$ cat config.mk
export PLATFORM = sky130hd
export DESIGN_NAME = axis_pkt_tx
export DESIGN_NICKNAME = d
export VERILOG_FILES = /design/src/rtl/axis_pkt_tx.sv
export SDC_FILE = /design/constraint.sdc
export NUM_CORES = 1
export LEC_CHECK = 0
export CAP_MARGIN = 20
export CELL_PAD_IN_SITES_DETAIL_PLACEMENT = 0
export CELL_PAD_IN_SITES_GLOBAL_PLACEMENT = 1
export CORE_UTILIZATION = 40
export CTS_CLUSTER_DIAMETER = 60
export DETAILED_ROUTE_END_ITERATION = 7
export GPL_TIMING_DRIVEN = 0
export PLACE_DENSITY = 0.91
export SLEW_MARGIN = 15
export SYNTH_ARGS = -nofsm -noshare
export SYNTH_HDL_FRONTEND = slang
export SYNTH_SLANG_ARGS = --single-unit
$ cat constraint.sdc
create_clock -name clk -period 2.25 [get_ports clk]
set_clock_uncertainty 0.15 [all_clocks]
set_input_delay 0.225 -clock clk [delete_from_list [all_inputs] [get_ports clk]]
set_output_delay 0.225 -clock clk [all_outputs]
set_load 0.05 [all_outputs]
$ cat src/rtl/axis_pkt_tx.sv
// ---------------------------------------------------------------------------
// axis_pkt_tx
//
// Byte-wide AXI-Stream packet source. Each length/seed command produces one
// packet of incrementing bytes that starts at the seed and wraps mod 256.
// tlast marks the final beat. Beats are held stable under backpressure, and
// completed packets are counted.
//
// Optional feature macro: AXIS_PKT_TX_GAP_EN
//   When defined, a GAP state and an 8-bit gap counter are compiled in, and
//   GAP_CYCLES idle cycles follow every non-null packet. When undefined, the
//   FSM returns from SEND directly to IDLE.
//
// Parameters:
//   GAP_CYCLES    - idle cycles after each packet (1..255), gap build only
//
// Ports:
//   clk           - clock, rising edge
//   reset_n       - asynchronous active-low reset
//   cmd_valid     - command presented
//   cmd_ready     - block can accept a command (decoded from state)
//   cmd_len       - packet length in bytes, 0 = null command
//   cmd_seed      - value of the first data byte
//   output_tdata  - stream data (registered)
//   output_tvalid - stream beat valid (registered)
//   output_tready - sink accepts the beat
//   output_tlast  - final beat of the packet (registered)
//   busy          - state is not IDLE (decoded from state)
//   pkt_count     - completed packets, wrapping (registered)
// ---------------------------------------------------------------------------
module axis_pkt_tx #(
  parameter logic [7:0] GAP_CYCLES = 8'd4
) (
  input  logic        clk,
  input  logic        reset_n,
  input  logic        cmd_valid,
  output logic        cmd_ready,
  input  logic [11:0] cmd_len,
  input  logic [7:0]  cmd_seed,
  output logic [7:0]  output_tdata,
  output logic        output_tvalid,
  input  logic        output_tready,
  output logic        output_tlast,
  output logic        busy,
  output logic [15:0] pkt_count
);

`ifdef AXIS_PKT_TX_GAP_EN
  typedef enum logic [1:0] {IDLE = 2'd0, LOAD = 2'd1, SEND = 2'd2, GAP = 2'd3} state_t;
`else
  typedef enum logic [1:0] {IDLE = 2'd0, LOAD = 2'd1, SEND = 2'd2} state_t;
`endif

  // A zero gap would make the gap counter compare against 0xFF.
  if (GAP_CYCLES == 8'd0) begin : g_gap_range
    $error("axis_pkt_tx: GAP_CYCLES must be in 1..255");
  end

  state_t      state_q, state_d;
  logic [11:0] remaining_q, remaining_d;
  logic [7:0]  seed_q, seed_d;
  logic [7:0]  tdata_q, tdata_d;
  logic        tvalid_q, tvalid_d;
  logic        tlast_q, tlast_d;
  logic [15:0] count_q, count_d;
`ifdef AXIS_PKT_TX_GAP_EN
  logic [7:0]  gap_q, gap_d;
`endif

  assign cmd_ready     = (state_q == IDLE);
  assign busy          = (state_q != IDLE);
  assign output_tdata  = tdata_q;
  assign output_tvalid = tvalid_q;
  assign output_tlast  = tlast_q;
  assign pkt_count     = count_q;

  // State and datapath registers. The asynchronous reset drops tvalid at
  // once, so a packet in flight is abandoned and is not counted.
  always_ff @(posedge clk or negedge reset_n) begin
    if (!reset_n) begin
      state_q     <= IDLE;
      remaining_q <= 12'd0;
      seed_q      <= 8'h00;
      tdata_q     <= 8'h00;
      tvalid_q    <= 1'b0;
      tlast_q     <= 1'b0;
      count_q     <= 16'd0;
`ifdef AXIS_PKT_TX_GAP_EN
      gap_q       <= 8'd0;
`endif
    end else begin
      state_q     <= state_d;
      remaining_q <= remaining_d;
      seed_q      <= seed_d;
      tdata_q     <= tdata_d;
      tvalid_q    <= tvalid_d;
      tlast_q     <= tlast_d;
      count_q     <= count_d;
`ifdef AXIS_PKT_TX_GAP_EN
      gap_q       <= gap_d;
`endif
    end
  end

  // Next-state and next-output logic. Every register holds by default,
  // which also gives exact beat stability in SEND while tready is low.
  always_comb begin
    state_d     = state_q;
    remaining_d = remaining_q;
    seed_d      = seed_q;
    tdata_d     = tdata_q;
    tvalid_d    = tvalid_q;
    tlast_d     = tlast_q;
    count_d     = count_q;
`ifdef AXIS_PKT_TX_GAP_EN
    gap_d       = gap_q;
`endif
    case (state_q)
      IDLE: begin
        if (cmd_valid) begin
          // A null command is latched but leaves the FSM in IDLE.
          remaining_d = cmd_len;
          seed_d      = cmd_seed;
          if (cmd_len != 12'd0) begin
            state_d = LOAD;
          end
        end
      end
      LOAD: begin
        // The seed is only moved onto tdata here, so tdata keeps the last
        // byte actually sent while the block is idle.
        tvalid_d = 1'b1;
        tdata_d  = seed_q;
        tlast_d  = (remaining_q == 12'd1);
        state_d  = SEND;
      end
      SEND: begin
        if (tvalid_q && output_tready) begin
          if (remaining_q == 12'd1) begin
            tvalid_d    = 1'b0;
            tlast_d     = 1'b0;
            remaining_d = 12'd0;
            count_d     = count_q + 16'd1;
`ifdef AXIS_PKT_TX_GAP_EN
            gap_d       = 8'd0;
            state_d     = GAP;
`else
            state_d     = IDLE;
`endif
          end else begin
            tdata_d     = tdata_q + 8'd1;
            remaining_d = remaining_q - 12'd1;
            tlast_d     = (remaining_q == 12'd2);
          end
        end
      end
`ifdef AXIS_PKT_TX_GAP_EN
      GAP: begin
        // The counter starts at 0 on entry, so GAP lasts GAP_CYCLES cycles.
        if (gap_q == GAP_CYCLES - 8'd1) begin
          gap_d   = 8'd0;
          state_d = IDLE;
        end else begin
          gap_d = gap_q + 8'd1;
        end
      end
`endif
      default: begin
        state_d = IDLE;
      end
    endcase
  end

endmodule
==> impl_metrics.toml, run 1 <==
[layout]
fill_cells = 593
area_growth_pct = 27.9
finalNetCount = 353
multi_input_area_um2 = 1320
regArea_um2 = 1200
instances_no_fill = 402
drive_gt1_frac = 0.126
diodes = 0

[logic_synthesis]
ys_seq_elements = 48
async_flop_share = 1.00
yosysWarnings = 0
synth_edf_count = 0
mappedNetlistArea_um2 = 2630
ys_top_cells_by_area = "dfrtp_1, mux2_2, nor2_1"
synth_cell_types = 53
yosys-top-cells-count = "dfrtp_1, nor2_1, nand2_1"
syn-num-nets = 292
synth_most_common_cell = "dfrtp_1"
yosysTopAreaCellShare = 0.456
syn_inst = 263
yosysTopAreaCell = "dfrtp_1"
synth_area_per_cell_um2 = 10.0
ys_seq_area_frac = 0.456
synthFlopType = "dfrtp_1"

[worst_setup_path]
path_max_fanout = 10
rr_endpoint = "remaining_q[0]$_DFFE_PN0P_"
critPathRequiredTime_ns = 1.88
r2r_cells = 6
r2r-start = "remaining_q[8]$_DFFE_PN0P_"
critPathCaptureType = "output port"
start_kind = "flop"
r2r_setup_slack_ns = 0.20
arrival_ns = 1.78
critPathKind = "flop to output port"

[routing]
met3WireLength_um = 276
top_layer_used = "met4"
drtAntennaViolNets = 0
via_count = 2261
firstDrtPassIters = 4
dr_wl_met2_um = 2970
wire_per_inst_um = 15.3
met1_length_um = 2840
first_iter_violations = 155
totalWireLength_um = 6150
route.detailed.drc = 0
via_per_inst = 5.62

[clock_tree]
numCtsBuffers = 5
htree_levels = 2
cts_max_path_buffers = 2
cts_tree = "done"
cts-root-buf = "clkbuf_8"
cts.sinks = 48
clk_latency_ns = 0.30
path_clk_slew_ns = 0.09

[floorplanning]
rows = 29
dieArea_um2 = 6910
die_h_um = 83.1
die_x_um = 83.1
io_pins = 52
start_util = 0.415
coreArea_um2 = 6350

[global_route]
antenna_found_initial = 0
first_global_vias = 2215
grt_max_degree = 34
grt-ovfl-total = 0
grt_pass1_wl_um = 10600
grt_usage = 0.191

[pwr]
power.leakage_nw = 1.49
cellPowerDensity_nw_per_um2 = 1010
swShare = 0.413
pwr-share-seq = 0.401
peakVddDrop_mv = 0.847
p_int_w = 0.00199
pwr-share-clk = 0.157
combPwrFrac = 0.442
switchingPower_w = 0.00140

[sta]
period_needed_ns = 2.16
relSlewSlack = 0.638
finalSetupViolations = 0
worst_slew_pin_slew_ns = 0.543
finalHoldViolCount = 0
fin_crit_sh = 0.960
max_clock_freq_mhz = 463
report.final.slew_viol_count = 0
hold_slack_ns = 0.229
rsz0062_at_grt = "false"

[outcome]
outcome = "finished, final reports clean"

[place]
placed_cells = 392
io_buffers = 51
dpl.hpwl_um = 4510
gp_congestion = 0.841

[min_path]
hp-class = "primary input to async pin"

[job]
cap_violations = 0
-- metrics by stage --
| step | power (W) | setup TNS, ns | instance area, um2 | util | setup WS (ns) |
|---|---|---|---|---|---|
| 2_1_floorplan | 0.00241 | 0 | 2640 | - | 0.112 |
| 3_3_place_gp | 0.00283 | -28.13 | 3240 | 0.511 | -0.588 |
| 3_5_place_dp | 0.00288 | 0 | 3260 | 0.513 | 0.103 |
| 4_1_cts | 0.00341 | 0 | 3360 | 0.529 | 0.00702 |
| 5_1_grt | 0.00362 | 0 | 3370 | 0.530 | 0.0172 |
| 6_report | 0.00339 | 0 | 3370 | 0.530 | 0.0907 |
-- area by class of cell --
type | instances | area share
multi-input cells | 193 | 0.391
flip-flops and latches | 48 | 0.357
repair buffers | 54 | 0.162
well taps | 77 | 0.0286
clock buffers | 8 | 0.0267
plain buffers | 13 | 0.0253
inverters | 9 | 0.0100
-- worst max path at each step --
| stage | from | endpoint | slack [ns] | cells after the start |
|---|---|---|---|---|
| 2_1_floorplan | state_q[0]$_DFFE_PN0P_ | remaining_q[0]$_DFFE_PN0P_ | 0.11 | 7 |
| 3_3_place_gp | reset_n | remaining_q[9]$_DFFE_PN0P_ | -0.59 | 1 |
| 5_1_grt | state_q[0]$_DFFE_PN0P_ | busy | 0.02 | 4 |
| 4_1_cts | state_q[0]$_DFFE_PN0P_ | cmd_ready | 0.007 | 3 |
| 6_report | state_q[0]$_DFFE_PN0P_ | busy | 0.09 | 4 |
| 3_5_place_dp | state_q[1]$_DFFE_PN0P_ | remaining_q[9]$_DFFE_PN0P_ | 0.10 | 8 |
-- timing repair --
| action | CTS | global route |
|---|---|---|
| hold endpoints to repair | 15 | 0 |
| resized for setup | 0 | 3 |
| setup endpoints to repair | 0 | 10 |
| hold buffers | 1 | 0 |
| buffers inserted | 0 | 1 |
-- power by group through the flow --
stage	Combinational, W	Clock (W)	Sequential (W)
global route	0.00164	0.000578	0.00140
floorplan	0.000804	0	0.00161
CTS	0.00150	0.000546	0.00136
finish	0.00150	0.000532	0.00136
global placement	0.00147	0	0.00136
detailed placement	0.00150	0	0.00137
-- layout by cell type, fill, tap and decap left out, types with 4 or more instances in the layout --
master           instances
clkbuf_8                 6
dfrtp_1                 48
nor2_1                  24
nand2_1                 24
xnor2_1                  9
o21ai_0                 12
nand3_1                 14
clkdlybuf4s50_1         49
a211oi_1                 4
buf_2                    5
ha_1                     5
mux2_2                   9
inv_1                    9
nor4_1                   8
a21oi_1                  7
xor2_1                   9
a22o_1                   5
and3_1                   5
nand4_1                  5
o2bb2ai_1                4
clkbuf_1                 4
-- flip-flops by register name, summed over array words and instances, names as in the netlist --
signal         count
output_tlast       1
seed_q             8
state_q            2
remaining_q       12
output_tdata       8
output_tvalid      1
pkt_count         16
-- critical path: stages (launching register included) --
cell and delay (ns):
dfrtp_1 0.36, buf_2 0.22, nor2_2 0.07, inv_1 0.05
clkdlybuf4s50_1 0.78
-- routing by layer --
| metal | GRT usage | up-vias |
|---|---|---|
| li1 | - | 1078 |
| met1 | 0.266 | 1126 |
| met2 | 0.300 | 50 |
| met3 | 0.0378 | 7 |
| met4 | 0.0580 | 0 |
| met5 | 0 | - |
-- cells by family after synthesis --
family	count (synthesis)	share of synthesized area
xor+xnor	18	0.0599
buf+inv	22	0.0447
fa+ha+maj	5	0.0238
mux	9	0.0385
compound gates	54	0.151
flops	48	0.456
simple gates	107	0.226
(Power assumes the default switching activity.)
==> inputs of run 2 (changes only) <==
--- a/config.mk
+++ b/config.mk
@@ -8,12 +8,15 @@
 export CAP_MARGIN = 20
 export CELL_PAD_IN_SITES_DETAIL_PLACEMENT = 0
 export CELL_PAD_IN_SITES_GLOBAL_PLACEMENT = 1
-export CORE_UTILIZATION = 40
+export CORE_UTILIZATION = 41
+export CTS_BUF_LIST = sky130_fd_sc_hd__clkbuf_4 sky130_fd_sc_hd__clkbuf_8
 export CTS_CLUSTER_DIAMETER = 60
 export DETAILED_ROUTE_END_ITERATION = 7
 export GPL_TIMING_DRIVEN = 0
-export PLACE_DENSITY = 0.91
+export PLACE_DENSITY = 0.93
+export REMOVE_ABC_BUFFERS = 1
 export SLEW_MARGIN = 15
 export SYNTH_ARGS = -nofsm -noshare
 export SYNTH_HDL_FRONTEND = slang
 export SYNTH_SLANG_ARGS = --single-unit
+export TNS_END_PERCENT = 100
==> run 2 against run 1 <==
Fmax rose by 1.1%. Clock power rose by 3%. Register-to-register slack got worse by 0.09 ns. Total power barely moved. Setup slack improved by 0.023 ns. Die area fell by 2.4%. Critical path type is now flop to flop.
==> impl_metrics.toml, run 2 (synthesized netlist as in run 1, its figures left out) <==
[worst_setup_path]
critPathKind = "flop to flop"
slowest_delay_ns = 0.59
critPathCaptureType = "flop"
critical_path.cell_chain = "nor2b_4 > nand3_1 > nand2_1 > o21ai_0 > a22o_1"
crit_buf_inv = 0
critical-path-top-delay-family = "simple AND/OR/NAND/NOR gates"
arrival_ns = 2.17
path_max_fanout = 14
crit_start = "state_q[1]$_DFFE_PN0P_"
r2r-start = "state_q[1]$_DFFE_PN0P_"
critPathRequiredTime_ns = 2.29
slowest_stage = "dfrtp_1"
start_kind = "flop"

[floorplanning]
die_x_um = 82.1
coreArea_um2 = 6060
start_util = 0.434
dieArea_um2 = 6750
rows = 28
die_h_um = 82.1
io_pins = 52

[min_path]
hp-class = "primary input to async pin"

[layout]
finalNetCount = 340
diodes = 0
layout_common_cells = "clkdlybuf4s50_1, dfrtp_1, nor2_1"
regArea_um2 = 1200
post-route-util = 0.547
drive_gt1_frac = 0.119
area_growth_pct = 25.9
fill_cells = 558
largest_reg_flops = 16
multi_input_area_um2 = 1340

[clock_tree]
cts-root-buf = "clkbuf_8"
htree_levels = 2
cts.sinks = 48
cts_tree = "done"
path_clk_slew_ns = 0.10
numCtsBuffers = 5
cts_max_path_buffers = 2
clk_latency_ns = 0.31

[sta]
relSlewSlack = 0.549
finalSetupViolations = 0
fin_crit_sh = 0.949
finalHoldViolCount = 0
worst_slew_pin_slew_ns = 0.675
period_needed_ns = 2.14
setup_ws_ns = 0.114
report.final.slew_viol_count = 0
max_clock_freq_mhz = 468

[global_route]
antenna_found_initial = 0
grt_usage = 0.198
grt-ovfl-total = 0
grt_pass1_wl_um = 9980
first_global_vias = 2030
grt_max_degree = 34

[pwr]
power_w = 0.00339
power.leakage_nw = 1.45
cellPowerDensity_nw_per_um2 = 1020
peakVddDrop_mv = 0.722

[place]
io_buffers = 51
dpl.hpwl_um = 4310
pre_cts_ws_ns = -0.290
gp_congestion = 0.817

[routing]
first_iter_violations = 127
route.detailed.drc = 0
drtAntennaViolNets = 0
wire_per_inst_um = 15.5
firstDrtPassIters = 4
via_per_inst = 5.70
via_count = 2207
totalWireLength_um = 6010

[outcome]
outcome = "finished, final reports clean"

[job]
cap_violations = 0
-- run 2: final timing paths --
| kind | end | slack (ns) | cells past startpoint |
|---|---|---|---|
| max | remaining_q[5]$_DFFE_PN0P_ | 0.11 | 5 |
| min | pkt_count[9]$_DFFE_PN0P_ | 0.23 | 2 |
| max reg2reg | remaining_q[5]$_DFFE_PN0P_ | 0.11 | 5 |
| min reg2reg | pkt_count[15]$_DFFE_PN0P_ | 0.32 | 1 |
| max in group asynchronous | remaining_q[10]$_DFFE_PN0P_ | 1.23 | 3 |
| min in group clk | pkt_count[15]$_DFFE_PN0P_ | 0.32 | 1 |
-- run 2: routing by layer --
metal  track usage  wire length (um)  up-vias
met3        0.0440               335        6
met4        0.0614                77        0
met1         0.275              2810     1064
met5             0                 0        -
li1              -                 -     1056
met2         0.305              2790       81
-- run 2: where the power goes --
group          leakage, nW  total, W  switching, W  internal, W
logic                0.787   0.00145      0.000843     0.000604
registers            0.612   0.00140      0.000285      0.00111
clock network       0.0479  0.000549      0.000287     0.000262
-- run 2: what timing repair did --
| item | CTS | global route |
|---|---|---|
| resized for setup | 3 | 8 |
| setup buffers | 0 | 1 |
| hold buffers | 1 | 0 |
| endpoints found under the hold margin | 15 | 0 |
| endpoints found under the setup margin | 24 | 27 |
-- run 2: cell type report --
type / instances / area share
Clock buffer: 7 / 0.0272
Sequential cell: 48 / 0.363
Multi-Input combinational cell: 193 / 0.405
Tap cell: 75 / 0.0283
Clock inverter: 1 / 0.00227
Inverter: 9 / 0.0102
Timing Repair Buffer: 54 / 0.164
-- run 2: through the flow --
step	std cells	hold WS, ns	TNS [ns]	area, um2
6_report	387	0.227	0	3310
2_1_floorplan	250	-0.221	-0.400	2550
4_1_cts	386	0.231	-0.333	3280
5_1_grt	387	0.270	-0.0420	3310
3_5_place_dp	377	0.0131	-1.10	3170
3_3_place_gp	376	0.304	-26.53	3150
==> patch: new RTL, settings of run 1 <==
The 3 states of `state_t` get a one-hot encoding in 3 bits.
--- a/src/rtl/axis_pkt_tx.sv
+++ b/src/rtl/axis_pkt_tx.sv
@@ -48,7 +48,7 @@
 `ifdef AXIS_PKT_TX_GAP_EN
   typedef enum logic [1:0] {IDLE = 2'd0, LOAD = 2'd1, SEND = 2'd2, GAP = 2'd3} state_t;
 `else
-  typedef enum logic [1:0] {IDLE = 2'd0, LOAD = 2'd1, SEND = 2'd2} state_t;
+  typedef enum logic [2:0] {IDLE = 3'b001, LOAD = 3'b010, SEND = 3'b100} state_t;
 `endif
 
   // A zero gap would make the gap counter compare against 0xFF.
Formal check against the unedited RTL: no difference found for any inputs over 10 cycles, from zero or initial values and one cycle with reset_n low; not proved beyond that.
==> patch against run 1 <==
- cell count up 8.2%
- largest cell class unchanged
- largest power group unchanged
- setup slack worse by 0.035 ns
- die area increased by 7.6%
- power rose by 19%
- clock power is 2% higher
- first-iteration DRC count rose by 26%
- sequential cell count rose by 1
- area after synthesis up 7.7%
- design area increased by 8.2%
- routed wire length rose by 20%
- highest routed layer unchanged
==> patch: results (changes against run 1) <==
Synthesis
  – Top cells by area, synth: dfrtp_1 (42%), mux2_2 (4.0%), nand3_1 (3.2%), nor4_4 (3.0%), nand2_1 (2.8%) (was dfrtp_1 (46%), mux2_2 (3.8%), nor2_1 (3.6%), nand2_1 (3.4%), xnor2_1 (3.0%))
  – Syn nets: 308 (was 292)

Placement
  – Dpl cell area: 3493 um^2 (was 3257 um^2)
  – Final Wtd Congestion: 0.8551 (was 0.8409)
  – Pre-CTS setup slack: -0.1076 ns (was 0.1025 ns)
  – Dpl cells: 427 (was 392)
  – Post-detail-place hpwl: 5.248 mm (was 4.509 mm)

Global routing
  – Largest net degree at the start of global routing: 31 (was 34)
  – GRT Total Usage: 20.62% (was 19.08%)
  – Met3 GRT Util: 3.143% (was 3.777%)
  – Met2 usage: 32.90% (was 30.03%)
  – Vias in the first global route: 2398 (was 2215)
  – Grt met1 use: 29.01% (was 26.59%)

Worst setup path
  – Launch point of the critical path: state_q[0]$_DFFE_PN1P_ (was state_q[0]$_DFFE_PN0P_)
  – Family with the most delay on the worst path: flip-flops (was buffers and inverters)
  – CP max-delay cell: dfstp_2 (was clkdlybuf4s50_1)
  – Worst Path Max Fanout: 8 (was 10)
  – Crit-path max cell delay: 0.63 ns (was 0.78 ns)
  – R2R Path End: remaining_q[10]$_DFFE_PN0P_ (was remaining_q[0]$_DFFE_PN0P_)
  – Worst Setup EP: cmd_ready (was busy)

Routing
  – Met2 wire length: 3.593 mm (was 2.966 mm)
  – WL met3: 354 um (was 276 um)
  – Vias/cell: 5.814 (was 5.624)
  – WL/cell: 16.91 um (was 15.29 um)
  – Wl on met1: 3.349 mm (was 2.840 mm)
  – Final WL: 7.356 mm (was 6.147 mm)

Outcome
  – Status: finished, final reports clean (unchanged)

Pwr
  – Sw Share: 45.12% (was 41.31%)
  – Leak: 0.001481 uW (was 0.001494 uW)

Cells and area
  – Share of layout cells above drive strength 1: 14.75% (was 12.62%)

STA
  – Hold Slack: 0.2598 ns (was 0.2289 ns)
  – Post-route worst setup slack: 0.05553 ns (was 0.09074 ns)
patch: kinds of logic (layout without fill, tap and decap cells):
group	count (synthesis)	after routing	synth area share [%]
multiplexers	10	10	3.970
buffers and inverters	22	82	4.455
AND/OR/NAND/NOR	110	110	24.39
XOR/XNOR	15	15	4.632
adder cells (fa/ha/maj)	5	5	2.206
AO/OA/AOI/OAI	68	68	17.07
flip-flops	49	49	43.27
patch: area by class of cell:
cell class	instances	area, um^2	share of cell area (%)
multi-input combinational	208	1546	42.43
sequential	49	1229	33.71
timing repair buffer	53	533.0	14.62
tap	96	120.1	3.296
buffer	14	96.34	2.643
clock buffer	6	82.58	2.266
inverter	8	30.03	0.8239
clock inverter	1	7.507	0.2060
patch: timing repair:
item                                    in CTS  in global routing
gates cloned                                 0                  0
gates resized for setup                      5                  9
setup buffers                                0                  0
hold buffers                                 1                  0
endpoints found under the hold margin       19                  0
pin swaps                                    0                  0
endpoints found under the setup margin       8                 18
